### config.mk
export PLATFORM = sky130hd
export DESIGN_NAME = multicycle_control_unit
export DESIGN_NICKNAME = d
export VERILOG_FILES = /design/src/rtl/multicycle_control_unit.sv
export SDC_FILE = /design/constraint.sdc
export NUM_CORES = 1
export LEC_CHECK = 0
export CELL_PAD_IN_SITES_DETAIL_PLACEMENT = 2
export CELL_PAD_IN_SITES_GLOBAL_PLACEMENT = 2
export CORE_UTILIZATION = 22
export CTS_CLUSTER_SIZE = 25
export DETAILED_ROUTE_END_ITERATION = 8
export HOLD_SLACK_MARGIN = 0.05
export MAX_ROUTING_LAYER = met4
export PLACE_DENSITY_LB_ADDON = 0.25
export SYNTH_ARGS = -nofsm -noshare
export SYNTH_HDL_FRONTEND = slang
export SYNTH_SLANG_ARGS = --single-unit
### constraint.sdc
create_clock -name clk -period 3.4 [get_ports clk]
set_clock_uncertainty 0.2 [all_clocks]
set_input_delay 0.68 -clock clk [delete_from_list [all_inputs] [get_ports clk]]
set_output_delay 0.68 -clock clk [all_outputs]
set_load 0.1 [all_outputs]
### src/rtl/multicycle_control_unit.sv
// Multicycle control unit for a small RISC-V subset (LW, SW, R-ALU, I-ALU, BEQ/BNE).
// A single FSM sequences each instruction through fetch, decode and execute
// states. Memory states stretch by MEM_WAIT cycles. Control outputs are decoded
// combinationally from the current state, the wait counter and the instruction fields.
module multicycle_control_unit #(
    parameter int unsigned MEM_WAIT = 0,
    parameter bit          EN_BNE   = 1'b1,
    parameter bit          EN_XORI  = 1'b1
) (
    input  logic       clk,
    input  logic       reset,
    input  logic [6:0] OP,
    input  logic [2:0] Funct3,
    input  logic [6:0] Funct7,
    input  logic       Zero,
    output logic       PCWrite,
    output logic       IRWrite,
    output logic       RegWrite,
    output logic       MemWrite,
    output logic       AdrSrc,
    output logic [1:0] ALUSrcA,
    output logic [1:0] ALUSrcB,
    output logic [1:0] ImmSrc,
    output logic [1:0] ResultSrc,
    output logic [2:0] ULAControl,
    output logic       Illegal,
    output logic [3:0] State
);

    typedef enum logic [3:0] {
        S_FETCH    = 4'd0,
        S_DECODE   = 4'd1,
        S_MEMADR   = 4'd2,
        S_MEMREAD  = 4'd3,
        S_MEMWB    = 4'd4,
        S_MEMWRITE = 4'd5,
        S_EXECR    = 4'd6,
        S_EXECI    = 4'd7,
        S_ALUWB    = 4'd8,
        S_BRANCH   = 4'd9
    } state_t;

    localparam logic [6:0] OP_LW     = 7'b0000011;
    localparam logic [6:0] OP_SW     = 7'b0100011;
    localparam logic [6:0] OP_RTYPE  = 7'b0110011;
    localparam logic [6:0] OP_IALU   = 7'b0010011;
    localparam logic [6:0] OP_BRANCH = 7'b1100011;

    localparam logic [2:0] ALU_ADD = 3'b000;
    localparam logic [2:0] ALU_SUB = 3'b001;
    localparam logic [2:0] ALU_AND = 3'b010;
    localparam logic [2:0] ALU_OR  = 3'b011;
    localparam logic [2:0] ALU_XOR = 3'b100;
    localparam logic [2:0] ALU_SLT = 3'b101;

    // Last wait cycle of a stretched state: the counter counts 0..MEM_WAIT.
    localparam logic [2:0] WAIT_LAST = 3'(MEM_WAIT);

    state_t     state_q, state_d;
    logic [2:0] wait_q;
    logic       illegal_q, illegal_d;
    logic       wait_last;

    logic       r_legal, i_legal, b_legal;
    logic [2:0] r_ula, i_ula;

    assign wait_last = (wait_q == WAIT_LAST);

    // Instruction legality and ALU operation for the R-type and I-ALU groups.
    always_comb begin
        // NOTE: every signal gets a default before the case so no latch is inferred.
        r_legal = 1'b0;
        r_ula   = ALU_ADD;
        i_legal = 1'b0;
        i_ula   = ALU_ADD;
        b_legal = 1'b0;

        if (Funct7 == 7'b0000000) begin
            case (Funct3)
                3'b000:  begin r_legal = 1'b1; r_ula = ALU_ADD; end
                3'b111:  begin r_legal = 1'b1; r_ula = ALU_AND; end
                3'b110:  begin r_legal = 1'b1; r_ula = ALU_OR;  end
                3'b010:  begin r_legal = 1'b1; r_ula = ALU_SLT; end
                default: ;
            endcase
        end else if (Funct7 == 7'b0100000 && Funct3 == 3'b000) begin
            r_legal = 1'b1;
            r_ula   = ALU_SUB;
        end

        case (Funct3)
            3'b000:  begin i_legal = 1'b1;    i_ula = ALU_ADD; end
            3'b111:  begin i_legal = 1'b1;    i_ula = ALU_AND; end
            3'b110:  begin i_legal = 1'b1;    i_ula = ALU_OR;  end
            3'b100:  begin i_legal = EN_XORI; i_ula = ALU_XOR; end
            default: ;
        endcase

        b_legal = (Funct3 == 3'b000) || (Funct3 == 3'b001 && EN_BNE);
    end

    // Next-state selection and sticky illegal-instruction detection.
    always_comb begin
        state_d   = state_q;
        illegal_d = illegal_q;
        case (state_q)
            S_FETCH:    if (wait_last) state_d = S_DECODE;
            S_DECODE: begin
                case (OP)
                    OP_LW, OP_SW: state_d = S_MEMADR;
                    OP_RTYPE:     state_d = r_legal ? S_EXECR  : S_FETCH;
                    OP_IALU:      state_d = i_legal ? S_EXECI  : S_FETCH;
                    OP_BRANCH:    state_d = b_legal ? S_BRANCH : S_FETCH;
                    default:      state_d = S_FETCH;
                endcase
                if (state_d == S_FETCH) illegal_d = 1'b1;
            end
            S_MEMADR:   state_d = (OP == OP_LW) ? S_MEMREAD : S_MEMWRITE;
            S_MEMREAD:  if (wait_last) state_d = S_MEMWB;
            S_MEMWB:    state_d = S_FETCH;
            S_MEMWRITE: if (wait_last) state_d = S_FETCH;
            S_EXECR:    state_d = S_ALUWB;
            S_EXECI:    state_d = S_ALUWB;
            S_ALUWB:    state_d = S_FETCH;
            S_BRANCH:   state_d = S_FETCH;
            default:    state_d = S_FETCH;
        endcase
    end

    // State, wait counter and illegal flag; reset aborts any instruction in flight.
    always_ff @(posedge clk) begin
        // NOTE: sequential state uses non-blocking assignments so all registers update together.
        if (reset) begin
            state_q   <= S_FETCH;
            wait_q    <= 3'd0;
            illegal_q <= 1'b0;
        end else begin
            state_q   <= state_d;
            illegal_q <= illegal_d;
            if (state_d != state_q) wait_q <= 3'd0;
            else                    wait_q <= wait_q + 3'd1;
        end
    end

    // Control outputs decoded from the current state; write enables are forced low in reset.
    always_comb begin
        PCWrite    = 1'b0;
        IRWrite    = 1'b0;
        RegWrite   = 1'b0;
        MemWrite   = 1'b0;
        AdrSrc     = 1'b0;
        ALUSrcA    = 2'b00;
        ALUSrcB    = 2'b00;
        ImmSrc     = 2'b00;
        ResultSrc  = 2'b00;
        ULAControl = ALU_ADD;
        case (state_q)
            S_FETCH: begin
                ALUSrcB   = 2'b10;
                ResultSrc = 2'b10;
                IRWrite   = wait_last;
                PCWrite   = wait_last;
            end
            S_DECODE: begin
                ALUSrcA = 2'b01;
                ALUSrcB = 2'b01;
                ImmSrc  = 2'b10;
            end
            S_MEMADR: begin
                ALUSrcA = 2'b10;
                ALUSrcB = 2'b01;
                ImmSrc  = (OP == OP_SW) ? 2'b01 : 2'b00;
            end
            S_MEMREAD:  AdrSrc = 1'b1;
            S_MEMWB: begin
                ResultSrc = 2'b01;
                RegWrite  = 1'b1;
            end
            S_MEMWRITE: begin
                AdrSrc   = 1'b1;
                MemWrite = wait_last;
            end
            S_EXECR: begin
                ALUSrcA    = 2'b10;
                ULAControl = r_ula;
            end
            S_EXECI: begin
                ALUSrcA    = 2'b10;
                ALUSrcB    = 2'b01;
                ULAControl = i_ula;
            end
            S_ALUWB:    RegWrite = 1'b1;
            S_BRANCH: begin
                ALUSrcA    = 2'b10;
                ULAControl = ALU_SUB;
                PCWrite    = Zero ^ Funct3[0];
            end
            default: ;
        endcase
        if (reset) begin
            PCWrite  = 1'b0;
            IRWrite  = 1'b0;
            RegWrite = 1'b0;
            MemWrite = 1'b0;
        end
    end

    assign Illegal = illegal_q;
    assign State   = state_q;

endmodule

## Word level (Yosys, flattened, before mapping)

Index checks and enable logic that the tools add are counted.

| word-level totals | value |
|---|---|
| bits in registers | 8 |
| output and inout bits | 21 |

| operators by class | value |
|---|---|
| equality and inequality tests | 21 |
| reduce and logical (&&, ||, !) cells | 17 |
| add/sub/neg operators | 1 |
| muxes and demuxes | 33 |
| bitwise logic cells | 1 |

Operator list:

| operator | number |
|---|---|
| $pmux W3 S3 | 3 |
| $pmux W4 S6 | 1 |
| $eq A7 B6 Y1 const B | 3 |
| $mux W4 | 5 |
| $eq A4 B3 Y1 const B | 4 |
| $pmux W2 S2 | 4 |
| $pmux W4 S4 | 1 |
| $mux W1 | 14 |
| $mux W3 | 4 |
| $reduce_or A4 Y1 | 3 |
| $reduce_or A2 Y1 | 5 |
| $eq A3 B3 Y1 const B | 3 |
| $eq A4 B2 Y1 const B | 2 |
| $eq A4 B4 Y1 const B | 2 |
| $logic_not A4 Y1 | 2 |
| $eq A7 B2 Y1 const B | 1 |
| $eq A7 B5 Y1 const B | 1 |
| $eq A7 B7 Y1 const B | 1 |
| $logic_not A7 Y1 | 1 |
| $logic_not A3 Y1 | 2 |
| $eq A4 B1 Y1 const B | 1 |
| $ne A4 B4 Y1 | 1 |
| $add A3 B1 Y3 const B | 1 |
| $eq A3 B1 Y1 const B | 1 |
| 7 further kinds | 7 |

## Logic depth before layout (Yosys ltp)

| logic depth | value |
|---|---|
| depth in word-level cells | 10 |
| depth in mapped cells | 8 |

## Worst setup path after synthesis

No wires, ideal clock.

| timing path | value |
|---|---|
| path kind | reg-to-output |
| from | register state_q[2], in the netlist State[2] |
| to | output PCWrite |
| path buffers | 2 |
| cell stages (with the launch flop) | 6 |
| slack | -4.634 ns |
| data required time | 2.520 ns |
| arrival | 7.154 ns |
| cell sequence | dfxtp_1 buf_6 clkbuf_1 nor4_1 nor3b_1 or2_2 |

| on the way | value |
|---|---|
| word-level cells in the longest chain between the ends | 3 |
| elaborated cells on any way between the ends | 4 |
| those cells by class | 1 x eq/ne; 2 x mux; 1 x reduce/logical |

Ends and longest elaborated chain:

| element | line | source |
|---|---|---|
| start: declaration | 59 | `state_t state_q, state_d;` |
| start signal: assignment | 138 | `state_q <= state_d;` |
| $eq A4 B4 Y1 or $logic_not A4 Y1 (tied branches) | 157 | `case (state_q)` |
| $pmux W1 S2 (*) | 157 |  |
| $mux W1 (*) | 200 | `if (reset) begin` |
| end: declaration | 16 | `output logic PCWrite,` |

Every way passes the cells marked *; elsewhere a longest branch is shown, timed or not.

## Worst setup path in the final report

| timing path | value |
|---|---|
| from | input Funct7[1] |
| to | output ULAControl[2] |

| on the way | value |
|---|---|
| word-level cells in the longest chain between the ends | 3 |

Ends and longest elaborated chain:

| element | line | source |
|---|---|---|
| start: declaration | 14 | `input logic [6:0] Funct7,` |
| $logic_not A7 Y1 | 78 | `if (Funct7 == 7'b0000000) begin` |
| $mux W3 | 78 |  |
| $pmux W3 S3 | 157 |  |
| end: declaration | 25 | `output logic [2:0] ULAControl,` |

No other way between the ends.

==> impl_metrics.yaml <==
synth:
  synth_nets: 139
  seq_area_frac_synth_pct: 18.8
  syn_avg_cell_area_um2: 7.28
  synthTopCellsByArea: "dfxtp_1, nor2_1, nor4_1"
  synth_edf_count: 0
  ys_types: 40
  postSynthCellCount: 117
  ys.flop_type: "dfxtp_1"
  synth_top_cell_area_share_pct: 18.8
  synth.largest_area_cell: "dfxtp_1"
  ys_ff_latch: 8
  yosysWarnings: 0
  syn_area_um2: 852
  ys_async_sr_fraction_pct: 0
hold_path:
  hold_path.class: "flop to flop"
  holdPathStages: 2
place:
  dp_hpwl_mm: 2.58
  gp_congestion: 0.786
  io_buffers: 40
  placed_cells: 199
flow_run:
  timing.max_cap.violations: 0
floorplan:
  die-height_um: 64.2
  chipWidth_um: 64.2
  core_area_mm2: 0.00369
  ios: 41
  initial_core_util_pct: 23.1
  placementRows: 22
  die_area_mm2: 0.00413
timing:
  min_period_over_period_pct: 96.7
  period_needed_ns: 3.29
  max_freq_ghz: 0.304
  maxSlewHeadroom_pct: 67.2
  rsz0062_at_grt: "no"
  setup_viol: 0
  drv_slew: 0
  fin_hold_ws_ns: 0.265
  hold_viol: 0
  worst_slew_pin_slew_ns: 0.490
power_and_ir_drop:
  p_clk_share_pct: 18.3
  ir_worst_vdd_uv: 195
  power_frac_seq_pct: 19.3
  p_sw_w: 0.000335
  leakage_nw: 0.545
  p_int_w: 0.000306
  sw_frac_of_total_pct: 52.2
  p_per_area_mw_per_mm2: 432
  comb_power_share_pct: 62.4
clock_tree:
  post-cts-setup-buffers: 0
  cts_root_buffer: "clkbuf_8"
  clock-sinks: 8
  cts_tree: "yes"
  cts.repair.resized: 0
  clockBufferDepth: 2
  cts_hold_buf: 0
  clkTransAtPathRegs_ns: 0.04
  cts_buffers: 3
  worstSkewPairLatency_ns: 0.23
  htree_levels: 1
global_routing:
  grt_use_total_pct: 17.2
  grt_antenna_before_repair: 0
  grt_pass1_vias: 1172
  grt_max_degree: 19
  grt_pass1_wl_mm: 5.46
  grt_overflow: 0
worst_setup_path:
  cp.arrival_ns: 2.41
  cp_max_fo: 3
  worstPathRequired_ns: 2.52
  crit_path_end_kind: "output pin"
  critPathKind: "input port to output pin"
  start_kind: "input port"
  reg2reg_depth: 5
detailed_routing:
  viasPerCell: 5.15
  wl_mm: 3.17
  first_iter_violations: 15
  dr_total_vias: 1045
  route.detailed.drc: 0
  wl_per_cell_um: 15.6
  drt-pass1-iter-count: 3
  antenna_left: 0
layout:
  fillers: 419
  diodes: 0
  layout-drive-gt1-share_pct: 27.1
  layout_common_cells: "clkdlybuf4s50_1, buf_4, nor2_1"
  area_growth_pct: 74.3
  nets: 178
  final_common_cell: "clkdlybuf4s50_1"
  post_layout_nonfiller_instances: 203
status:
  status: "finished clean"
## cells in the mapped netlist (3+ instances only)
cell type and n:
nor2b_1 3, nor4b_1 3, nand4b_1 4, a211oi_1 4, xnor2_1 4, inv_1 5, nand2b_1 6, o21ai_0 4
nor2_1 14, nor4_1 7, dfxtp_1 8, nand2_1 7, buf_2 3, a21oi_1 4, nand3_1 3, clkbuf_1 4
nand3b_1 3
## power groups by stage
| stage | clock network, W | logic [W] | registers, W |
|---|---|---|---|
| finish | 0.000117 | 0.000400 | 0.000124 |
| detailed placement | 0 | 0.000403 | 0.000126 |
| floorplan | 0 | 0.000266 | 0.000150 |
| global placement | 0 | 0.000395 | 0.000124 |
| CTS | 0.000123 | 0.000404 | 0.000124 |
| global route | 0.000129 | 0.000424 | 0.000126 |
## critical path, stage by stage
cell and delay (ns):
clkdlybuf4s50_1 0.44, nor4_4 0.29, nand4_1 0.17, or4_1 0.52
o21ai_2 0.10, buf_12 0.20
## cell type report
cell class / count / area, um2 / area share [%]
inverters: 5 / 18.8 / 1.26
well taps: 48 / 60.1 / 4.04
flip-flops and latches: 8 / 173 / 11.6
clock buffers: 4 / 45.0 / 3.03
multi-input cells: 96 / 726 / 48.9
repair buffers: 42 / 463 / 31.2
## layer usage
metal	global-route usage (%)	wire [um]	vias up
met4	4.44	29	0
met2	29.8	1550	34
met1	21.1	1450	494
met5	-	0	-
met3	2.14	140	4
li1	-	-	513
## stage by stage
| stage | utilization, % | setup TNS, ns | total power, W | area (um2) | worst slack (ns) |
|---|---|---|---|---|---|
| 5_1_grt | 40.3 | 0 | 0.000679 | 1490 | 0.00482 |
| 3_5_place_dp | 39.0 | 0 | 0.000528 | 1440 | 0.0956 |
| 3_3_place_gp | 39.0 | 0 | 0.000519 | 1440 | 0.142 |
| 2_1_floorplan | - | -1.56 | 0.000416 | 977 | -0.763 |
| 4_1_cts | 40.3 | 0 | 0.000651 | 1490 | 0.0953 |
| 6_report | 40.3 | 0 | 0.000641 | 1490 | 0.113 |
## kinds of logic (layout without fill, tap and decap cells)
kind of cell | after synthesis | count (layout) | share of synthesized area [%]
mux | 1 | 1 | 1.17
buf+inv | 13 | 51 | 7.05
flops | 8 | 8 | 18.8
compound gates | 23 | 23 | 18.5
simple gates | 65 | 65 | 46.4
xor+xnor | 5 | 5 | 5.14
fa+ha+maj | 2 | 2 | 2.94
## state kept, by name, summed over array words and instances, names as in the netlist
signal / cells
State: 4
wait_q: 3
Illegal: 1
## path summary, 6_finish.rpt
path / startpoint / endpoint / slack (ns)
worst max-delay path: Funct7[1] / ULAControl[2] / 0.11
worst min-delay path: Illegal$_SDFFE_PP0P_ / Illegal$_SDFFE_PP0P_ / 0.26
worst max register to register: State[0]$_SDFF_PP0_ / wait_q[1]$_SDFF_PP0_ / 1.30
worst min register to register: Illegal$_SDFFE_PP0P_ / Illegal$_SDFFE_PP0P_ / 0.26
Note: power is estimated with default switching activity, not from simulation.
==> RTL edit (same settings) <==
`EN_XORI`: 1'b1 -> 1'b0.
--- a/src/rtl/multicycle_control_unit.sv
+++ b/src/rtl/multicycle_control_unit.sv
@@ -7,3 +7,3 @@
     parameter bit          EN_BNE   = 1'b1,
-    parameter bit          EN_XORI  = 1'b1
+    parameter bit          EN_XORI  = 1'b0
 ) (
Check against the original RTL: not equivalent (Yosys sat finds a counterexample within 4 cycles, from zero or initial values and one cycle with reset high).
==> RTL edit against the original RTL <==
Worst setup slack better by 58 ps. Via count increased by 7.9%. Worst hold slack gained 88 ps. Fmax increased by 1.8%. Routed wire length grew 16%. Sequential cell count unchanged. Total power shrank 16%. Final area rose by 5.6%. Area after synthesis grew 8.5%. Sequential share of layout area down 0.77 points. Critical endpoint is now ULAControl[0]. Largest cell class unchanged. Highest routed layer unchanged.
==> RTL edit: results (changes against the original RTL) <==
routing usage on met2=33.6% (+3.8 points); stage delay of the slowest cell on the critical path=410 ps (-110 ps); portion of the post-synthesis area used by sequential elements=17.3% (-1.5 points); number of placed cells counting well taps=209 (+5.0%); routed length on met3=116 µm (-17%); worst supply voltage drop on vdd=0.000149 V (-24%); Final clock-cell share=2.63% (-0.40 points); met3 routing resource usage after global routing=1.71% (-0.43 points); via count of the first global-routing pass=1202 (+2.6%); power consumed by sequential cells=0.119 mW (-4%); Area Growth Syn to Fin=69.6%; slowest CP cell=sky130_fd_sc_hd__clkdlybuf4s50_1; total number of vias=1128 (+7.9%); buffer share of cell area=29.1% (-2.1 points); arrival time of data at the critical path endpoint=2350 ps (-60 ps); number of DRC markers in iteration 0=43 (+28); Filler cells=462 (+10%); distinct cell type count after synthesis=47 (+18%); syn_area_per_cell=7.34 µm² (+0.77%); GRT Overall Usage=18.2% (+0.95 points); Post-Place Setup Slack=145 ps (+49.2 ps); R2R setup slack=1370 ps (+70 ps); wire length of the first global-routing pass=5.97 mm (+9.4%); syn_nets=148 (+6.5%); multi-input combinational cell count=108 (+13%); internal power consumption=0.274 mW (-10%); std cell rows=23 (+4.5%); number of signal-net inverters in the final layout=2 (-3); share of the clock period used by the worst path after layout=95.0% (-1.7 points); leading post-synthesis cells by instance count=sky130_fd_sc_hd__nor2_1, sky130_fd_sc_hd__a21oi_1, sky130_fd_sc_hd__nand2_1, sky130_fd_sc_hd__dfxtp_1; HPWL after detailed placement=3.00 mm (+17%); outcome=completed; power attributed to combinational cells=0.302 mW (-24%); via count normalized by instance count=5.32 (+3.4%); cells taking the most area after synthesis=sky130_fd_sc_hd__dfxtp_1, sky130_fd_sc_hd__nor2_1, sky130_fd_sc_hd__a21oi_1; met2 routed WL=1.97 mm (+28%); met1 capacity usage during global routing=20.8% (-0.30 points)
RTL edit: changes by cell type in the layout (fill, tap and decap cells not counted), sizes merged, moves of 3 or more:
cell | unedited run | this run
a211oi | 4 | 1
a21oi | 4 | 9
inv | 5 | 2
nand2 | 7 | 10
nand4 | 2 | 5
nand4b | 4 | 0
nor3b | 2 | 5
RTL edit: logic make-up after synthesis:
family / share of synthesized area (%)
XOR/XNOR: 3.79
adder cells (fa/ha/maj): 3.92
AND/OR/NAND/NOR: 49.8
flip-flops: 17.3
buffers and inverters: 5.41
AO/OA/AOI/OAI: 19.8
RTL edit: final timing paths:
| kind | from | endpoint | cells past startpoint |
|---|---|---|---|
| worst min-delay path | Illegal | Illegal | 2 |
| worst max register to register | State[0] | wait_q[2] | 5 |
| worst max-delay path | Funct7[3] | ULAControl[0] | 7 |
| worst min register to register | Illegal | Illegal | 2 |
